[src/rtl/contactor_b_driver.sv]
// Coil driver for contactor B: gates close requests with the interlock permit, debounces the
// auxiliary feedback contact and supervises every transition with timeouts and latched faults.
module contactor_b_driver #(
  parameter int unsigned DEBOUNCE_CYCLES = 16,
  parameter int unsigned CLOSE_TIMEOUT   = 1000,
  parameter int unsigned OPEN_TIMEOUT    = 1000,
  parameter int unsigned CNT_W           = 16
) (
  input  logic       i_Clk,
  input  logic       i_Rst,
  input  logic       i_Close_Req,
  input  logic       i_Open_Req,
  input  logic       i_Permit,
  input  logic       i_Aux_Fb,
  input  logic       i_Fault_Clr,
  output logic       o_Coil,
  output logic       o_Fb_Deb,
  output logic       o_Closed,
  output logic       o_Busy,
  output logic       o_Fault,
  output logic [1:0] o_Fault_Code
);

  localparam logic [2:0] StOpen    = 3'd0;
  localparam logic [2:0] StClosing = 3'd1;
  localparam logic [2:0] StClosed  = 3'd2;
  localparam logic [2:0] StOpening = 3'd3;
  localparam logic [2:0] StFault   = 3'd4;

  localparam logic [1:0] CodeNone   = 2'b00;
  localparam logic [1:0] CodeClose  = 2'b01;
  localparam logic [1:0] CodeOpen   = 2'b10;
  localparam logic [1:0] CodeUnexp  = 2'b11;

  localparam logic [CNT_W-1:0] DebLast   = CNT_W'(DEBOUNCE_CYCLES - 1);
  localparam logic [CNT_W-1:0] CloseLast = CNT_W'(CLOSE_TIMEOUT - 1);
  localparam logic [CNT_W-1:0] OpenLast  = CNT_W'(OPEN_TIMEOUT - 1);
  localparam logic [CNT_W-1:0] CntMax    = {CNT_W{1'b1}};

  logic             sync1_q, sync2_q;
  logic [CNT_W-1:0] deb_cnt_q, deb_cnt_d;
  logic             fb_deb_q, fb_deb_d;
  logic [2:0]       state_q, state_d;
  logic [CNT_W-1:0] timer_q, timer_d, timer_inc;
  logic [1:0]       code_q, code_d;
  logic             coil_q, closed_q, busy_q, fault_q;
  logic             open_cmd;

  // Debounce: a toggle needs DEBOUNCE_CYCLES consecutive disagreeing synchronised samples.
  always_comb begin
    deb_cnt_d = '0;
    fb_deb_d  = fb_deb_q;
    if (sync2_q != fb_deb_q) begin
      if (deb_cnt_q == DebLast) begin
        fb_deb_d = ~fb_deb_q;
      end else begin
        deb_cnt_d = deb_cnt_q + 1'b1;
      end
    end
  end

  assign timer_inc = (timer_q == CntMax) ? timer_q : timer_q + 1'b1;
  assign open_cmd  = i_Open_Req | ~i_Permit;

  always_comb begin
    state_d = state_q;
    timer_d = timer_q;
    code_d  = code_q;
    case (state_q)
      StOpen: begin
        if (i_Close_Req & i_Permit & ~i_Open_Req & ~fb_deb_q) begin
          state_d = StClosing;
          timer_d = '0;
        end else if (fb_deb_q) begin
          state_d = StFault;
          code_d  = CodeUnexp;
        end
      end
      StClosing: begin
        timer_d = timer_inc;
        if (open_cmd) begin
          state_d = StOpening;
          timer_d = '0;
        end else if (fb_deb_q) begin
          state_d = StClosed;
        end else if (timer_q == CloseLast) begin
          state_d = StFault;
          code_d  = CodeClose;
        end
      end
      StClosed: begin
        if (open_cmd) begin
          state_d = StOpening;
          timer_d = '0;
        end else if (~fb_deb_q) begin
          state_d = StFault;
          code_d  = CodeUnexp;
        end
      end
      StOpening: begin
        timer_d = timer_inc;
        if (~fb_deb_q) begin
          state_d = StOpen;
        end else if (timer_q == OpenLast) begin
          state_d = StFault;
          code_d  = CodeOpen;
        end
      end
      StFault: begin
        // Clearing while the contact still reads closed would hide a weld.
        if (i_Fault_Clr & ~fb_deb_q) begin
          state_d = StOpen;
          code_d  = CodeNone;
        end
      end
      default: begin
        state_d = StOpen;
        code_d  = CodeNone;
      end
    endcase
  end

  always_ff @(posedge i_Clk or posedge i_Rst) begin
    if (i_Rst) begin
      sync1_q   <= 1'b0;
      sync2_q   <= 1'b0;
      deb_cnt_q <= '0;
      fb_deb_q  <= 1'b0;
      state_q   <= StOpen;
      timer_q   <= '0;
      code_q    <= CodeNone;
      coil_q    <= 1'b0;
      closed_q  <= 1'b0;
      busy_q    <= 1'b0;
      fault_q   <= 1'b0;
    end else begin
      sync1_q   <= i_Aux_Fb;
      sync2_q   <= sync1_q;
      deb_cnt_q <= deb_cnt_d;
      fb_deb_q  <= fb_deb_d;
      state_q   <= state_d;
      timer_q   <= timer_d;
      code_q    <= code_d;
      // Outputs are decoded from the next state so they change on the entering edge.
      coil_q    <= (state_d == StClosing) || (state_d == StClosed);
      closed_q  <= (state_d == StClosed);
      busy_q    <= (state_d == StClosing) || (state_d == StOpening);
      fault_q   <= (state_d == StFault);
    end
  end

  assign o_Coil       = coil_q;
  assign o_Fb_Deb     = fb_deb_q;
  assign o_Closed     = closed_q;
  assign o_Busy       = busy_q;
  assign o_Fault      = fault_q;
  assign o_Fault_Code = code_q;

endmodule
[config.mk]
export PLATFORM = sky130hd
export DESIGN_NAME = contactor_b_driver
export DESIGN_NICKNAME = d
export VERILOG_FILES = /design/src/rtl/contactor_b_driver.sv
export SDC_FILE = /design/constraint.sdc
export NUM_CORES = 1
export LEC_CHECK = 0
export CORE_MARGIN = 4
export CORE_UTILIZATION = 30
export CTS_BUF_LIST = sky130_fd_sc_hd__clkbuf_4 sky130_fd_sc_hd__clkbuf_8
export CTS_CLUSTER_DIAMETER = 40
export DETAILED_ROUTE_END_ITERATION = 8
export GPL_ROUTABILITY_DRIVEN = 0
export PLACE_DENSITY = 0.57
export REMOVE_ABC_BUFFERS = 1
export SYNTH_ARGS = -nofsm -noshare
export SYNTH_HDL_FRONTEND = slang
export SYNTH_SLANG_ARGS = --single-unit
[constraint.sdc]
create_clock -name i_Clk -period 5.8 [get_ports i_Clk]
set_input_delay 0.58 -clock i_Clk [delete_from_list [all_inputs] [get_ports i_Clk]]
set_output_delay 0.58 -clock i_Clk [all_outputs]
set_load 0.1 [all_outputs]
==> summary.md <==
| Metric | Value |
|---|---|
| Status | finished, final reports clean |
| Launching point of the worst reg2reg path | o_Fb_Deb |
| CP Launch Type | register |
| CTS H-tree depth | 2 |
| CP max stage delay | 1.21 ns |
| Ys async rst share | 1.00 |
| Die area | 8990 µm² |
| Reg2reg setup slack | 3.31 ns |
| Main synth FF type | dfrtp_1 |
| Layout cells sized above 1 | 0.0886 |
| Post-route clock skew | approximately 0.009 ns |
| Lkg Pwr | about 1.1 nW |
| Initial Utilization | 0.310 |
| Clk buf depth | 2 |
| Setup bufs post-CTS | 0 |
| Tcrit/Tclk final | 0.461 |
| Sequential element share of the synthesized area | 0.487 |
| Max-slew violations | 0 |
| Hold Path Origin | sync1_q |
| RSZ-0062 raised after global routing | false |
| # setup viols final | 0 |
| Via count | 1678 |
| Tightest Hold Check Type | register to register |
| Total track usage | 0.106 |
| Setup CP Type | register to output pin |
| Syn_area_per_cell | 10.1 µm² |
| Post-synth EDFFs | 0 |
| Global-route wire length before repair | 7650 µm |
| Synth Cell Area | 2260 µm² |
| Post-route cell area | 2600 µm² |
| Post-DRT Antenna Nets | 0 |
| Port bufs | 13 |
| CTS sink cnt | 44 |
| Final WL | 4220 µm |
| Least-Margin Pin Slew | 0.979 ns |
| CP delay by family, top | buffers and inverters |
| Clk_lat worst skew | between 0.2 and 0.3 ns |
| Total grt overflow | 0 |
| Syn Inst Count | 223 |
| Initial DRC count | between 100 and 150 |
| Slew HR | 0.345 |
| Worst path cell trace | clkdlybuf4s50_1 |
| FMAX | around 370 MHz |
| Switching pwr | about 380 µW |
| Combinational Power Share | 0.372 |
| CP arrival | about 2.1 ns |
| CP startpoint | o_Fb_Deb |
| Crit path max fanout | 12 |
| Reg2reg path depth | 5 |
| Root Driver | clkbuf_8 |
| CTS tree | done |
| Syn. warnings | 0 |
| Post-cts sizing count | 0 |
| Worst hold stages | 0 |
| Min Hold Slack | 0.359 ns |
| Post-DP HPWL | between 2000 and 3000 µm |
| MaxCap Viol Count | 0 |
| Layout area overhead | 14.8% |
| Switching part of the total | 0.394 |
| Reg power frac | 0.392 |
| Req. time, crit path | 5.22 ns |
| Internal | approximately 580 µW |
| IO Pins | 14 |
| Initial antenna violation count | 0 |
| Post-layout min period | approximately 2.7 ns |
| Setup TNS | 0 ns |
| Pre-Repair DR Iteration Count | 4 |
| Core area | 7290 µm² |
| Chip width | approximately 95 µm |
| Total power | 961 µW |
| Hold buffers post-CTS | 0 |
| Synth Register Bits | 44 |
| Placed Area | around 2500 µm² |
| DRC | 0 |
| Total CTS buffers | 5 |
| Final Hold Viols | 0 |
| Pwr/cell area | 370 nW/µm² |
| Maximum vdd drop | 112 µV |
| Clk network pwr share | 0.237 |
| Synth cell types | 52 |
| CP Capture Type | output pin |
| Row count | 31 |
| Inserted Diodes | 0 |
| Die Ht | 94.8 µm |
| Clock-pin slew on the worst setup and hold paths | 0.08 ns |
| Critical R2R Capture | o_Coil |
| WL per Instance | approximately 13 µm |
| Largest net degree at the start of global routing | 45 |
| Nets | 245 |
| Worst hold endpoint | sync2_q |
| Vias per inst | 4.99 |
| Vias in the first global route | roughly 1600 |
| Crit path buffers/inverters | 1 |
| Slowest cell on the critical path | clkdlybuf4s50_1 |
## per-stage QoR
stage / std cells / worst slack (ns) / utilization
detailed placement: 328 / 2.85 / 0.341
global route: 336 / 2.98 / 0.356
finish: 336 / 3.13 / 0.356
floorplan: 215 / 3.21 / -
CTS: 336 / 3.10 / 0.356
global placement: 328 / 2.91 / 0.341
## worst max path at each step
stage / end / slack (ns) / cells past startpoint
after floorplan: timer_q[6] / 3.21 / 5
after global placement: o_Coil / 2.91 / 6
after detailed placement: o_Coil / 2.85 / 6
after CTS: o_Fb_Deb / 3.10 / 1
after global routing: o_Coil / 2.98 / 6
final: o_Fb_Deb / 3.13 / 1
## flip-flops by register name, indices dropped and copies added (netlist names), 2 cells and up
signal	flops
state_q	3
deb_cnt_q	16
o_Fault_Code	2
timer_q	16
## layout by cell type, fill, tap and decap left out, types with 2 or more instances in the layout
master / Yosys / routed
a31o_2: 2 / 2
nor3_1: 3 / 3
ha_1: 2 / 2
xnor2_1: 9 / 9
and4_1: 3 / 3
mux2_2: 3 / 3
xor2_1: 14 / 14
and3_1: 10 / 10
clkbuf_8: 0 / 5
a31oi_1: 3 / 3
nand2_1: 12 / 12
o21ai_0: 6 / 6
o31ai_1: 2 / 2
dfrtp_1: 44 / 44
a21oi_1: 10 / 10
a22o_1: 2 / 2
nor2_1: 30 / 30
nor2b_1: 4 / 4
nand4_1: 5 / 5
nor4_1: 4 / 4
or3_1: 4 / 4
clkdlybuf4s50_1: 0 / 13
inv_1: 4 / 3
o22ai_1: 3 / 3
and2b_1: 2 / 2
nand3_1: 8 / 8
o2111ai_1: 2 / 2
## power groups by stage
| stage | Combinational [mW] | Sequential [mW] | Clock [mW] |
|---|---|---|---|
| 6_report | 0.357 | 0.376 | 0.228 |
| 5_1_grt | 0.387 | 0.384 | 0.250 |
| 4_1_cts | 0.362 | 0.376 | 0.237 |
| 3_5_place_dp | 0.361 | 0.381 | 0 |
| 3_3_place_gp | 0.358 | 0.382 | 0 |
| 2_1_floorplan | 0.165 | 0.492 | 0 |
## synth_stat cells (2+ instances only)
library cell	n	area, µm²
nor3_1	3	15.0
xor2_1	14	123
inv_1	4	15.0
clkbuf_1	3	11.3
nor2_1	30	113
buf_2	4	20.0
and3_1	10	62.6
a22o_1	2	17.5
nor4_1	4	25.0
and4_1	3	26.3
nand4_1	5	31.3
a31o_2	2	17.5
xnor2_1	9	78.8
nor2b_1	4	25.0
a21oi_1	10	50.1
o21ai_0	6	30.0
nand2_1	12	45.0
or3_1	4	25.0
a31oi_1	3	18.8
mux2_2	3	33.8
dfrtp_1	44	1100
o22ai_1	3	18.8
o31ai_1	2	15.0
and2b_1	2	15.0
ha_1	2	25.0
nand3_1	8	40.0
o2111ai_1	2	17.5
## layer usage
layer	wire length [µm]	GRT usage	vias up	part of all wire
li1	-	-	830	-
met1	2170	0.147	818	0.51
met2	1860	0.157	24	0.44
met3	138	0.0287	6	0.033
met4	54	0.0373	0	0.013
met5	0	0	-	0
## cell families (layout without fill, tap and decap cells)
logic type | count (synthesis) | in the layout | share of synthesized area
simple gates | 96 | 96 | 0.233
flops | 44 | 44 | 0.487
compound gates | 42 | 42 | 0.137
xor+xnor | 23 | 23 | 0.0891
buf+inv | 12 | 26 | 0.0238
mux | 4 | 4 | 0.0194
fa+ha+maj | 2 | 2 | 0.0111
## cell type report
type | instances | area, µm²
flip-flops and latches | 44 | 1100
repair buffers | 14 | 138
well taps | 99 | 124
multi-input cells | 167 | 1110
fillers | 764 | 4700
inverters | 4 | 15.0
clock inverters | 3 | 42.5
clock buffers | 5 | 68.8
(Power assumes the default switching activity.)
==> variant 1, RTL diff (same flow settings) <==
Make the reset (`i_Rst`) synchronous in one clocked block.
--- a/src/rtl/contactor_b_driver.sv
+++ b/src/rtl/contactor_b_driver.sv
@@ -120,7 +120,7 @@
     endcase
   end
 
-  always_ff @(posedge i_Clk or posedge i_Rst) begin
+  always_ff @(posedge i_Clk) begin
     if (i_Rst) begin
       sync1_q   <= 1'b0;
       sync2_q   <= 1'b0;
Behaviour: differs if i_Rst is asserted again (counterexample within 4 cycles, from zero or initial values and one cycle with i_Rst high); with i_Rst held inactive, the same outputs for 10 cycles.
==> variant 1 against the unedited design <==
  * Wire length grew 3.3%
  * Sequential cell count is the same
  * Final cell count grew 6.0%
  * Die area shrank 6.3%
  * Area after synthesis shrank 6.9%
  * Critical path depth is the same
  * Register-to-register slack gained 0.11 ns
  * Worst setup slack lost 0.016 ns
  * First-iteration DRC count grew 22%
  * Cell area shrank 7.2%
  * Power shrank 20%
  * Non-clock buffer count shrank 1
  * Clock skew shrank 0.0038 ns
==> variant 1: results (changes against the unedited design) <==
run status complete, no violations (unchanged); Avg Cell Area, Syn 8.46 sq um (was 10.1 sq um); Synthesis Warnings 0 (unchanged); Final HPWL DP 3.10 mm (was 2.99 mm); Setup Skew 0.00502 ns (was 0.00883 ns); CP max stage delay 1.22 ns; Comb pwr share 28.8% (was 37.2%); nonclk inv count 5 (was 4); vias in the first global route 1660 (was 1625); buffers added on ports 13 (unchanged); total routed wirelength 4.36 mm (was 4.22 mm); Sw Share 36.0% (was 39.4%); synth top area cells dfxtp_1 42%, a21oi_1 5.7%, nor2_1 5.3% (was dfrtp_1 49%, xor2_1 5.4%, nor2_1 5.0%); multi-input combinational area share 48.2% (was 42.7%); dpl cells 348 (was 328); seq_cells 44 (unchanged); CTS H-Tree Depth 2 (unchanged); Setup Fix Bufs, Post-CTS 0 (unchanged); sequential element share of the synthesized area 41.8% (was 48.7%); CTS Buf Count 5 (unchanged); Clock Latency Late Sink 0.29 ns (about the same); worst reg2reg path depth 5 (unchanged); DRT Pass-1 Iters 4 (unchanged); post-route insts no fill 356 (was 336); root buf cell clkbuf_8 (unchanged); Non-clk bufs 13 (was 14); all-layer global routing usage 10.9% (was 10.6%); top post-synthesis cells by count 44 x dfxtp_1, 30 x nor2_1, 24 x a21oi_1, 16 x nand3_1, 12 x nand2_1 (was 44 x dfrtp_1, 30 x nor2_1, 14 x xor2_1, 12 x nand2_1); largest net degree at the start of global routing 20 (was 45); Signal buf overhead 5.40% (was 5.30%); library cells used by synthesis 46 (was 52); placed cell areas 0.00231 sq mm (was 0.00248 sq mm); initial antenna violation count 0 (unchanged); Peak VDD IR 132 uV (was 112 uV); clock network area share 4.05% (was 4.29%); HP Class flop to flop (unchanged); Reg clk slew, reported paths 0.08 ns (about the same); max_slew headroom 34.2% (was 34.5%); CP top delay family buffers and inverters (unchanged); # diodes 0 (unchanged); comb_multi_in 190 (was 167); clk_buf instances 7 (was 5); asr flop ratio synth 0% (was 100%); first-pass GRT wire length 7.55 mm (was 7.65 mm); crit path DAT 2.11 ns (was 2.09 ns); worst hold path depth 1 (was 0); num rows 30 (was 31); Post-layout nets 268 (was 245); CP max FO 13 (was 12); P_seq 345 uW (was 376 uW); Iter 0 DRT Violations 131 (was 107); fraction of layout cells with a size suffix above 1 5.00% (was 8.86%); Regs by FF count deb_cnt_q: 16 flops, timer_q: 16 flops, state_q: 3 flops (unchanged); P_leak 0.761 nW (was 1.06 nW); Reg area 881 sq um (was 0.00110 sq mm); fillers 704 (was 764); area of the multi-input gates 0.00116 sq mm (was 0.00111 sq mm); DR vias 1812 (was 1678)
## variant 1: changes by cell type in the layout (fill, tap and decap cells not counted), moves of 5 or more
| cell | before | now |
|---|---|---|
| nand3_1 | 8 | 16 |
| xor2_1 | 14 | 9 |
| dfxtp_1 | 0 | 44 |
| or4_1 | 1 | 6 |
| a21oi_1 | 10 | 24 |
| dfrtp_1 | 44 | 0 |
## variant 1: path summary, 6_finish.rpt
path | slack, ns | endpoint | startpoint
hold reg to reg | 0.45 | sync2_q | sync1_q
hold / removal | 0.45 | sync2_q | sync1_q
setup / recovery | 3.11 | o_Fb_Deb | o_Fb_Deb
setup reg to reg | 3.42 | timer_q[11] | o_Fb_Deb
## variant 1: stage by stage
step / hold slack [ns] / worst slack (ns) / power (mW)
5_1_grt: 0.468 / 2.97 / 0.816
6_report: 0.446 / 3.11 / 0.768
3_3_place_gp: 0.428 / 2.88 / 0.573
2_1_floorplan: 0.414 / 3.24 / 0.518
4_1_cts: 0.452 / 3.09 / 0.781
3_5_place_dp: 0.431 / 2.86 / 0.574
## variant 1: logic make-up after synthesis
group	synth area share, %
compound gates	16.6
xor+xnor	7.48
fa+ha+maj	1.19
buf+inv	3.09
flops	41.8
mux	1.48
simple gates	28.3
## variant 1: per-layer routing
| layer | wire (um) | part of all wire [%] | track usage, % |
|---|---|---|---|
| met5 | 0 | 0 | 0 |
| met4 | 42 | 0.96 | 3.59 |
| met3 | 134 | 3.1 | 2.71 |
| met2 | 2080 | 48 | 17.3 |
| met1 | 2100 | 48 | 14.3 |
## variant 1: worst reg2reg max path: stages, from the launching register on
cell and delay (ns):
dfxtp_1 0.45, nor4b_1 0.45, a221oi_1 0.17, a311o_1 0.56, or4_1 0.53, a21oi_1 0.15
==> variant 2, RTL diff (config.mk and constraints unchanged) <==
Without the edit above. Set the parameter `CNT_W` to 24 (it was 16).
--- a/src/rtl/contactor_b_driver.sv
+++ b/src/rtl/contactor_b_driver.sv
@@ -4,7 +4,7 @@
   parameter int unsigned DEBOUNCE_CYCLES = 16,
   parameter int unsigned CLOSE_TIMEOUT   = 1000,
   parameter int unsigned OPEN_TIMEOUT    = 1000,
-  parameter int unsigned CNT_W           = 16
+  parameter int unsigned CNT_W           = 24
 ) (
   input  logic       i_Clk,
   input  logic       i_Rst,
Function: same outputs for any inputs over 10 cycles, from zero or initial values and one cycle with i_Rst high; that may be too few to reach the edited logic, so the function may still have changed.
==> variant 2 against the unedited design <==
  * Non-clock buffer count rose by 2
  * Clock skew fell by 0.00081 ns
  * Maximum frequency fell by 1.6%
  * Area after synthesis rose by 43%
  * Sequential power rose by 37%
  * Die area rose by 39%
  * Worst setup slack got worse by 0.043 ns
  * Wire length rose by 71%
  * Power rose by 37%
  * Global-route usage rose by 1.6 points
  * Cell area rose by 42%
  * Sequential cell count rose by 16
==> variant 2: results (changes against the unedited design) <==
Synth Area in Adders 0.772% (was 1.11%); Iter 0 DRT Violations 280 (was 107); WL per Instance 14.3 um (was 12.6 um); fillers 1070 (was 764); Reg clk slew, reported paths 0.06 ns (was 0.08 ns); die width 112 um (was 94.8 um); run status complete, no violations (unchanged); fraction of layout cells with a size suffix above 1 7.90% (was 8.86%); Non-clk bufs 16 (was 14); mux cell area share after synthesis 1.93% (was 1.94%); nonclk inv count 11 (was 4); Clock Latency Late Sink 0.34 ns (was 0.29 ns); crit path DAT 2.14 ns (was 2.09 ns); measured slew at the worst slew-check pin 1.14 ns (was 0.979 ns); Vias/cell 5.33 (was 4.99); Overall Power 1.31 mW (was 961 uW); clk_buf instances 15 (was 5); Peak VDD IR 198 uV (was 112 uV); clock network area share 5.22% (was 4.29%); sequential cell area share 40.7% (was 42.4%); r2r setup slk 3.32 ns (was 3.31 ns); Signal buf overhead 4.13% (was 5.30%); vias in the first global route 2621 (was 1625); all-layer global routing usage 12.2% (was 10.6%); P_leak 1.49 nW (was 1.06 nW); HP Class flop to flop (unchanged); synth top area cells dfrtp_1 46%, xor2_1 5.1%, or4_1 4.4% (was dfrtp_1 49%, xor2_1 5.4%, nor2_1 5.0%); Setup Skew 0.00802 ns (was 0.00883 ns); Regs by FF count deb_cnt_q: 24 flops, timer_q: 24 flops, state_q: 3 flops (was deb_cnt_q: 16 flops, timer_q: 16 flops, state_q: 3 flops); post-synthesis xor/xnor area fraction 6.76% (was 8.90%); placed cell areas 0.00350 sq mm (was 0.00248 sq mm); largest net degree at the start of global routing 61 (was 45); first-pass GRT wire length 12.6 mm (was 7.65 mm); CTS Buf Count 9 (was 5); top post-synthesis cells by count 60 x dfrtp_1, 37 x nor2_1, 24 x a21oi_1, 24 x nand2_1, 23 x nand3_1 (was 44 x dfrtp_1, 30 x nor2_1, 14 x xor2_1, 12 x nand2_1); area of the multi-input gates 0.00164 sq mm (was 0.00111 sq mm); Synth Register Bits 60 (was 44); CTS H-Tree Depth 3 (was 2); library cells used by synthesis 42 (was 52); CP max FO 12 (unchanged); Post-layout nets 371 (was 245); Final HPWL DP 4.70 mm (was 2.99 mm); comb_multi_in 264 (was 167)
-- variant 2: report_power, final --
part | switching, mW | internal [mW]
combinational | 0.309 | 0.128
clock | 0.158 | 0.204
sequential | 0.0568 | 0.458
total | 0.524 | 0.791
-- variant 2: metal layers --
metal | global-route usage (%) | vias to the layer above | wire, um
met4 | 4.89 | 0 | 109
li1 | - | 1322 | -
met1 | 16.0 | 1306 | 3400
met2 | 19.0 | 46 | 3380
met5 | 0 | - | 0
met3 | 3.32 | 8 | 323
-- variant 2: stage by stage --
step	instances	hold WS, ns	utilization, %	setup slack [ns]
detailed placement	487	0.342	33.6	2.82
finish	503	0.360	35.5	3.08
CTS	503	0.366	35.5	3.06
floorplan	335	0.331	-	2.78
global route	503	0.370	35.5	3.03
global placement	487	0.345	33.6	2.88
